### src/rtl/ines_stream_loader.sv
// iNES image stream loader: parses the 16-byte header, skips the optional trainer,
// and turns PRG/CHR payload bytes into addressed writes through a small FIFO.
module ines_stream_loader #(
    parameter int               FIFO_DEPTH = 4,
    parameter int               ADDR_W     = 22,
    parameter logic [ADDR_W-1:0] PRG_BASE  = '0,
    parameter logic [ADDR_W-1:0] CHR_BASE  = ADDR_W'(22'h200000)
) (
    input  logic              clk,
    input  logic              reset,
    input  logic              start,
    input  logic [7:0]        din,
    input  logic              din_valid,
    output logic [ADDR_W-1:0] mem_addr,
    output logic [7:0]        mem_data,
    output logic              mem_we,
    input  logic              mem_ack,
    output logic              hdr_valid,
    output logic [7:0]        mapper,
    output logic [7:0]        prg_banks,
    output logic [7:0]        chr_banks,
    output logic              mirroring,
    output logic              has_battery,
    output logic              busy,
    output logic              done,
    output logic              error,
    output logic [1:0]        err_code
);

    localparam int PTR_W = $clog2(FIFO_DEPTH);
    localparam int CNT_W = PTR_W + 1;
    localparam int OFF_W = 22;
    localparam int ENT_W = ADDR_W + 8;

    typedef enum logic [2:0] {
        S_IDLE,
        S_HEADER,
        S_TRAINER,
        S_PRG,
        S_CHR,
        S_DONE,
        S_ERR
    } state_t;

    state_t             state_q, state_d;
    logic [3:0]         hdr_idx_q, hdr_idx_d;
    logic [8:0]         trn_cnt_q, trn_cnt_d;
    logic [OFF_W-1:0]   off_q, off_d;
    logic [7:0]         prg_banks_q, prg_banks_d;
    logic [7:0]         chr_banks_q, chr_banks_d;
    logic [7:0]         mapper_q, mapper_d;
    logic               mirroring_q, mirroring_d;
    logic               has_battery_q, has_battery_d;
    logic               trainer_q, trainer_d;
    logic               hdr_valid_q, hdr_valid_d;
    logic [1:0]         err_code_q, err_code_d;

    logic [ENT_W-1:0]   fifo_q [FIFO_DEPTH];
    logic [PTR_W-1:0]   wr_ptr_q, wr_ptr_d;
    logic [PTR_W-1:0]   rd_ptr_q, rd_ptr_d;
    logic [CNT_W-1:0]   count_q, count_d;

    logic               fifo_empty;
    logic               fifo_full;
    logic               push;
    logic               pop;
    logic               flush;
    logic [ENT_W-1:0]   push_ent;
    logic [ENT_W-1:0]   head;
    logic [OFF_W-1:0]   prg_last;
    logic [OFF_W-1:0]   chr_last;

    function automatic logic [7:0] magic_byte(input logic [1:0] idx);
        case (idx)
            2'd0:    return 8'h4E;
            2'd1:    return 8'h45;
            2'd2:    return 8'h53;
            default: return 8'h1A;
        endcase
    endfunction

    function automatic logic [ADDR_W-1:0] addr_of(input logic [ADDR_W-1:0] base,
                                                  input logic [OFF_W-1:0]  off);
        return base + ADDR_W'(off);
    endfunction

    assign fifo_empty = (count_q == '0);
    assign fifo_full  = (count_q == CNT_W'(FIFO_DEPTH));
    assign pop        = mem_ack && !fifo_empty;
    assign head       = fifo_q[rd_ptr_q];

    // Region lengths are bank counts shifted into bytes; offsets compare against the last byte.
    assign prg_last = {prg_banks_q, 14'd0} - 22'd1;
    assign chr_last = {1'b0, chr_banks_q, 13'd0} - 22'd1;

    always_comb begin
        state_d       = state_q;
        hdr_idx_d     = hdr_idx_q;
        trn_cnt_d     = trn_cnt_q;
        off_d         = off_q;
        prg_banks_d   = prg_banks_q;
        chr_banks_d   = chr_banks_q;
        mapper_d      = mapper_q;
        mirroring_d   = mirroring_q;
        has_battery_d = has_battery_q;
        trainer_d     = trainer_q;
        hdr_valid_d   = hdr_valid_q;
        err_code_d    = err_code_q;
        push          = 1'b0;
        push_ent      = '0;

        if (start) begin
            state_d       = S_HEADER;
            hdr_idx_d     = '0;
            trn_cnt_d     = '0;
            off_d         = '0;
            prg_banks_d   = '0;
            chr_banks_d   = '0;
            mapper_d      = '0;
            mirroring_d   = 1'b0;
            has_battery_d = 1'b0;
            trainer_d     = 1'b0;
            hdr_valid_d   = 1'b0;
            err_code_d    = 2'd0;
        end else begin
            if (din_valid) begin
                case (state_q)
                    S_HEADER: begin
                        hdr_idx_d = hdr_idx_q + 4'd1;
                        case (hdr_idx_q)
                            4'd0, 4'd1, 4'd2, 4'd3: begin
                                if (din != magic_byte(hdr_idx_q[1:0])) begin
                                    state_d    = S_ERR;
                                    err_code_d = 2'd1;
                                end
                            end
                            4'd4: prg_banks_d = din;
                            4'd5: chr_banks_d = din;
                            4'd6: begin
                                mirroring_d   = din[0];
                                has_battery_d = din[1];
                                trainer_d     = din[2];
                                mapper_d[3:0] = din[7:4];
                            end
                            4'd7: mapper_d[7:4] = din[7:4];
                            4'd15: begin
                                if (prg_banks_q == 8'd0) begin
                                    state_d    = S_ERR;
                                    err_code_d = 2'd2;
                                end else begin
                                    hdr_valid_d = 1'b1;
                                    state_d     = trainer_q ? S_TRAINER : S_PRG;
                                end
                            end
                            default: ;
                        endcase
                    end
                    S_TRAINER: begin
                        trn_cnt_d = trn_cnt_q + 9'd1;
                        if (trn_cnt_q == 9'd511) begin
                            state_d = S_PRG;
                        end
                    end
                    S_PRG: begin
                        push     = 1'b1;
                        push_ent = {addr_of(PRG_BASE, off_q), din};
                        off_d    = off_q + 22'd1;
                        if (off_q == prg_last) begin
                            off_d   = '0;
                            state_d = (chr_banks_q != 8'd0) ? S_CHR : S_DONE;
                        end
                    end
                    S_CHR: begin
                        push     = 1'b1;
                        push_ent = {addr_of(CHR_BASE, off_q), din};
                        off_d    = off_q + 22'd1;
                        if (off_q == chr_last) begin
                            off_d   = '0;
                            state_d = S_DONE;
                        end
                    end
                    default: ;
                endcase
            end

            // A full FIFO only overflows when the head is not leaving in the same cycle.
            if (push && fifo_full && !pop) begin
                push       = 1'b0;
                state_d    = S_ERR;
                err_code_d = 2'd3;
            end
        end
    end

    assign flush = start || (state_d == S_ERR);

    always_comb begin
        wr_ptr_d = wr_ptr_q;
        rd_ptr_d = rd_ptr_q;
        count_d  = count_q;
        if (flush) begin
            wr_ptr_d = '0;
            rd_ptr_d = '0;
            count_d  = '0;
        end else begin
            if (push) begin
                wr_ptr_d = wr_ptr_q + PTR_W'(1);
            end
            if (pop) begin
                rd_ptr_d = rd_ptr_q + PTR_W'(1);
            end
            case ({push, pop})
                2'b10:   count_d = count_q + CNT_W'(1);
                2'b01:   count_d = count_q - CNT_W'(1);
                default: count_d = count_q;
            endcase
        end
    end

    always_ff @(posedge clk or posedge reset) begin
        if (reset) begin
            state_q       <= S_IDLE;
            hdr_idx_q     <= '0;
            trn_cnt_q     <= '0;
            off_q         <= '0;
            prg_banks_q   <= '0;
            chr_banks_q   <= '0;
            mapper_q      <= '0;
            mirroring_q   <= 1'b0;
            has_battery_q <= 1'b0;
            trainer_q     <= 1'b0;
            hdr_valid_q   <= 1'b0;
            err_code_q    <= 2'd0;
            wr_ptr_q      <= '0;
            rd_ptr_q      <= '0;
            count_q       <= '0;
        end else begin
            state_q       <= state_d;
            hdr_idx_q     <= hdr_idx_d;
            trn_cnt_q     <= trn_cnt_d;
            off_q         <= off_d;
            prg_banks_q   <= prg_banks_d;
            chr_banks_q   <= chr_banks_d;
            mapper_q      <= mapper_d;
            mirroring_q   <= mirroring_d;
            has_battery_q <= has_battery_d;
            trainer_q     <= trainer_d;
            hdr_valid_q   <= hdr_valid_d;
            err_code_q    <= err_code_d;
            wr_ptr_q      <= wr_ptr_d;
            rd_ptr_q      <= rd_ptr_d;
            count_q       <= count_d;
        end
    end

    // Entry storage carries no reset; the port outputs are masked while the FIFO is empty.
    always_ff @(posedge clk) begin
        if (push && !flush) begin
            fifo_q[wr_ptr_q] <= push_ent;
        end
    end

    assign mem_we      = !fifo_empty;
    assign mem_addr    = fifo_empty ? '0 : head[ENT_W-1:8];
    assign mem_data    = fifo_empty ? '0 : head[7:0];
    assign hdr_valid   = hdr_valid_q;
    assign mapper      = mapper_q;
    assign prg_banks   = prg_banks_q;
    assign chr_banks   = chr_banks_q;
    assign mirroring   = mirroring_q;
    assign has_battery = has_battery_q;
    assign error       = (state_q == S_ERR);
    assign err_code    = err_code_q;
    assign done        = (state_q == S_DONE) && fifo_empty;
    assign busy        = !fifo_empty ||
                         !((state_q == S_IDLE) || (state_q == S_DONE) || (state_q == S_ERR));

endmodule

### config.mk
export PLATFORM = sky130hd
export DESIGN_NAME = ines_stream_loader
export DESIGN_NICKNAME = d
export VERILOG_FILES = /design/src/rtl/ines_stream_loader.sv
export SDC_FILE = /design/constraint.sdc
export NUM_CORES = 1
export LEC_CHECK = 0
export ABC_AREA = 0
export CAP_MARGIN = 15
export CORE_UTILIZATION = 63
export CTS_BUF_LIST = sky130_fd_sc_hd__clkbuf_16
export DETAILED_ROUTE_END_ITERATION = 10
export PLACE_DENSITY_LB_ADDON = 0.25
export SYNTH_ARGS = -nofsm -noshare
export SYNTH_HDL_FRONTEND = slang
export SYNTH_SLANG_ARGS = --single-unit
### constraint.sdc
create_clock -name clk -period 7.4 [get_ports clk]
set_input_delay 0.74 -clock clk [delete_from_list [all_inputs] [get_ports clk]]
set_output_delay 0.74 -clock clk [all_outputs]
set_load 0.02 [all_outputs]
==> flow_metrics.tcl <==
set metrics [dict create \
    firstDrtPassIters 7 \
    critPathMaxFanout 16 \
    cts_resized 0 \
    synth.yosys.seq_area_share_pct 57.35 \
    fin_skew_ns 0.008037 \
    ys_warn_count 0 \
    drv_slew 0 \
    setup_viol_count_final 0 \
    hold_class "reg -> reg" \
    cts_sinks 195 \
    startpoint_type "flip-flop" \
    ir_worst_vdd_uv 159.8 \
    fillers 937 \
    io_buffers 75 \
    drt-wirelength-per-cell_um 20.09 \
    fin_tns_setup_ns 0 \
    drt_iter0_drc 689 \
    synth_edf_count 120 \
    ctsHoldBuffers 0 \
    drc 0 \
    hold_viol 0 \
    min_period_ns 3.450 \
    maxCapViolCount 0 \
    synthArstFlopShare_pct 38.46 \
    syn_inst 782 \
    viasPerCell 6.326 \
    layout.nets 867 \
    hpwl_um 13630 \
    synth_area_mm2 0.009555 \
    run_status "complete, no violations" \
    design.die.area_mm2 0.01566 \
    clock_path_buffers 2 \
    seqPwrFrac_pct 47.9 \
    core_area_mm2 0.01464 \
    cts_buffers 17 \
    die_w_um 125.2 \
    cts-root-buf "clkbuf_16" \
    p_clk_share_pct 36.7 \
    num_vias 6554 \
    std_cell_rows 44 \
    drive_above_1_share_pct 11.50 \
    finalWirelength_um 20810 \
    n_antenna_cell 0 \
    ys_seq_elements 195 \
    fp.dieH_um 125.2 \
    syn2layout_area_growth_pct 14.98 \
    tritoncts "built" \
    worstPathArrival_ns 3.77 \
    cts_setup_buffers 0 \
    grt_start_max_net_pins 76 \
    slew_headroom_pct 31.12 \
    htree_levels 4 \
    switchingPower_uw 635.0 \
    worstSetupEndpointType "flip-flop" \
    grt.total_usage_pct 28.31 \
    clkTransAtPathRegs_ns 0.07 \
    tightest_slew_ns 1.029 \
    grt_overflow 0 \
    cell_internal_pwr_uw 1871 \
    finalCritPeriodShare_pct 46.63 \
    multiInputGateArea_mm2 0.003766 \
    placed_cells 1002 \
    antenna_found_initial 0 \
    syn_avg_cell_area_um2 12.22 \
    rsz0062_at_grt "false" \
    grt_pass1_vias 6656 \
    fin_cells 1036 \
    p_comb_share_pct 15.4 \
    register_area_mm2 0.005482 \
    pin_count 76 \
    fmax_mhz 289.8 \
    ys.flop_type "edfxtp_1" \
    gp_congestion 0.8927 \
    swShare_pct 25.34 \
    cp.required_ns 7.72 \
    ys_types 82 \
    clk_latency_ns 0.43 \
    power_density_mw_per_mm2 228.1 \
    p_leak_uw 0.004005 \
    start_util_pct 65.25 \
    grt_pass1_wl_um 34180 \
    syn_nets 810 \
    criticalPathCategory "reg -> reg" \
    ant_nets 0 \
]
[cells by family after synthesis]
| logic type | count (synthesis) | share of synthesized area [%] |
|---|---|---|
| adder cells (fa/ha/maj) | 15 | 2.043 |
| buffers and inverters | 64 | 3.234 |
| XOR/XNOR | 38 | 3.483 |
| AND/OR/NAND/NOR | 316 | 17.85 |
| multiplexers | 37 | 7.817 |
| flip-flops | 195 | 57.35 |
| AO/OA/AOI/OAI | 117 | 8.223 |
[synth_stat cells (4+ instances only)]
library cell  number  share of area, %
nor4_1             4              0.26
or3_2              4              0.31
a31oi_1           15              0.98
nor3_1            16              0.84
buf_1              5              0.20
a21oi_1           41               2.1
mux2i_1            6              0.63
dfrtp_1           75                20
nand4_1            9              0.59
xor2_1            23               2.1
and3_1            16               1.0
o22ai_1            5              0.33
o21ai_0           17              0.89
nor3b_1            4              0.31
clkbuf_1          23              0.90
nor2_1            46               1.8
nand3_1           53               2.8
xnor2_1           15               1.4
nand2_1           64               2.5
mux4_2            30               7.1
and2_1            61               4.0
inv_1             17              0.67
nand2b_1           7              0.46
buf_2             10              0.52
edfxtp_1         120                38
ha_1              14               1.8
[worst max-delay path, cell delays in order, from the launching register on]
cell	delay (ns)
dfrtp_1	0.46
inv_1	0.12
ha_1	0.25
nor4bb_1	0.34
o211ai_1	0.12
nor4b_1	0.40
nand4_1	0.35
o211ai_4	0.37
or2_1	0.52
o21ai_0	0.20
a21o_1	0.21
[through the flow]
step | area, um2 | total power, uW | util, % | setup WS, ns | hold WS (ns)
after global placement | 10350 | 1582 | 70.66 | 4.043 | 0.5076
after global routing | 10990 | 2592 | 75.03 | 3.675 | 0.5523
after floorplan | 9555 | 1471 | - | 4.281 | 0.4708
after detailed placement | 10350 | 1592 | 70.66 | 3.969 | 0.4868
final | 10990 | 2506 | 75.03 | 3.950 | 0.5138
after CTS | 10940 | 2497 | 74.70 | 3.639 | 0.5173
[power by group through the flow]
stage                     registers, uW  logic, uW  clock network (uW)
after detailed placement           1240        354                   0
final                              1200        386                 919
after global placement             1240        347                   0
after floorplan                    1210        263                   0
after CTS                          1220        356                 926
after global routing               1200        417                 971
[state kept, by name (all words and copies together), names as in the netlist, 4 cells and up]
name,flops
trn_cnt_q,9
fifo_q,120
off_q,22
prg_banks,8
hdr_idx_q,4
chr_banks,8
mapper,8
[routing by layer]
metal | up-vias | global-route usage, % | wire [um]
li1 | 2999 | - | -
met1 | 3229 | 36.90 | 8738
met2 | 278 | 47.19 | 10420
met3 | 48 | 4.964 | 1143
met4 | 0 | 12.34 | 516
met5 | - | 0 | 0
[cells in the final DEF, fill, tap and decap left out, types with 5 or more instances in the layout]
master and instances:
o22ai_1 5, mux4_2 30, a31oi_1 15, nor2_1 46, nand2b_1 7, dfrtp_1 74
nand4_1 9, nor3_1 16, a21oi_1 41, mux2i_1 6, o21ai_0 17, nand2_1 64
edfxtp_1 120, and2_1 61, clkbuf_16 17, and3_1 16, xor2_1 23, nand3_1 53
ha_1 14, xnor2_1 15, inv_1 17, buf_4 8, clkdlybuf4s50_1 74
[layout make-up]
class	instances	share of cell area [%]
clock buffer	17	3.872
sequential	195	49.89
tap	184	2.095
clock inverter	15	1.515
timing repair buffer	85	7.767
multi-input combinational	523	34.28
inverter	17	0.5808
[worst paths after layout]
check / from / end / slack [ns] / depth (start not counted)
max in group asynchronous: reset / rd_ptr_q[0] / 5.83 / 3
hold / removal: hdr_valid / hdr_valid / 0.51 / 2
min in group asynchronous: reset / mapper[7] / 0.92 / 3
hold reg to reg: hdr_valid / hdr_valid / 0.51 / 2
setup reg to reg: prg_banks[0] / off_q[18] / 3.95 / 10
setup / recovery: prg_banks[0] / off_q[18] / 3.95 / 10
(Power assumes the default switching activity.)
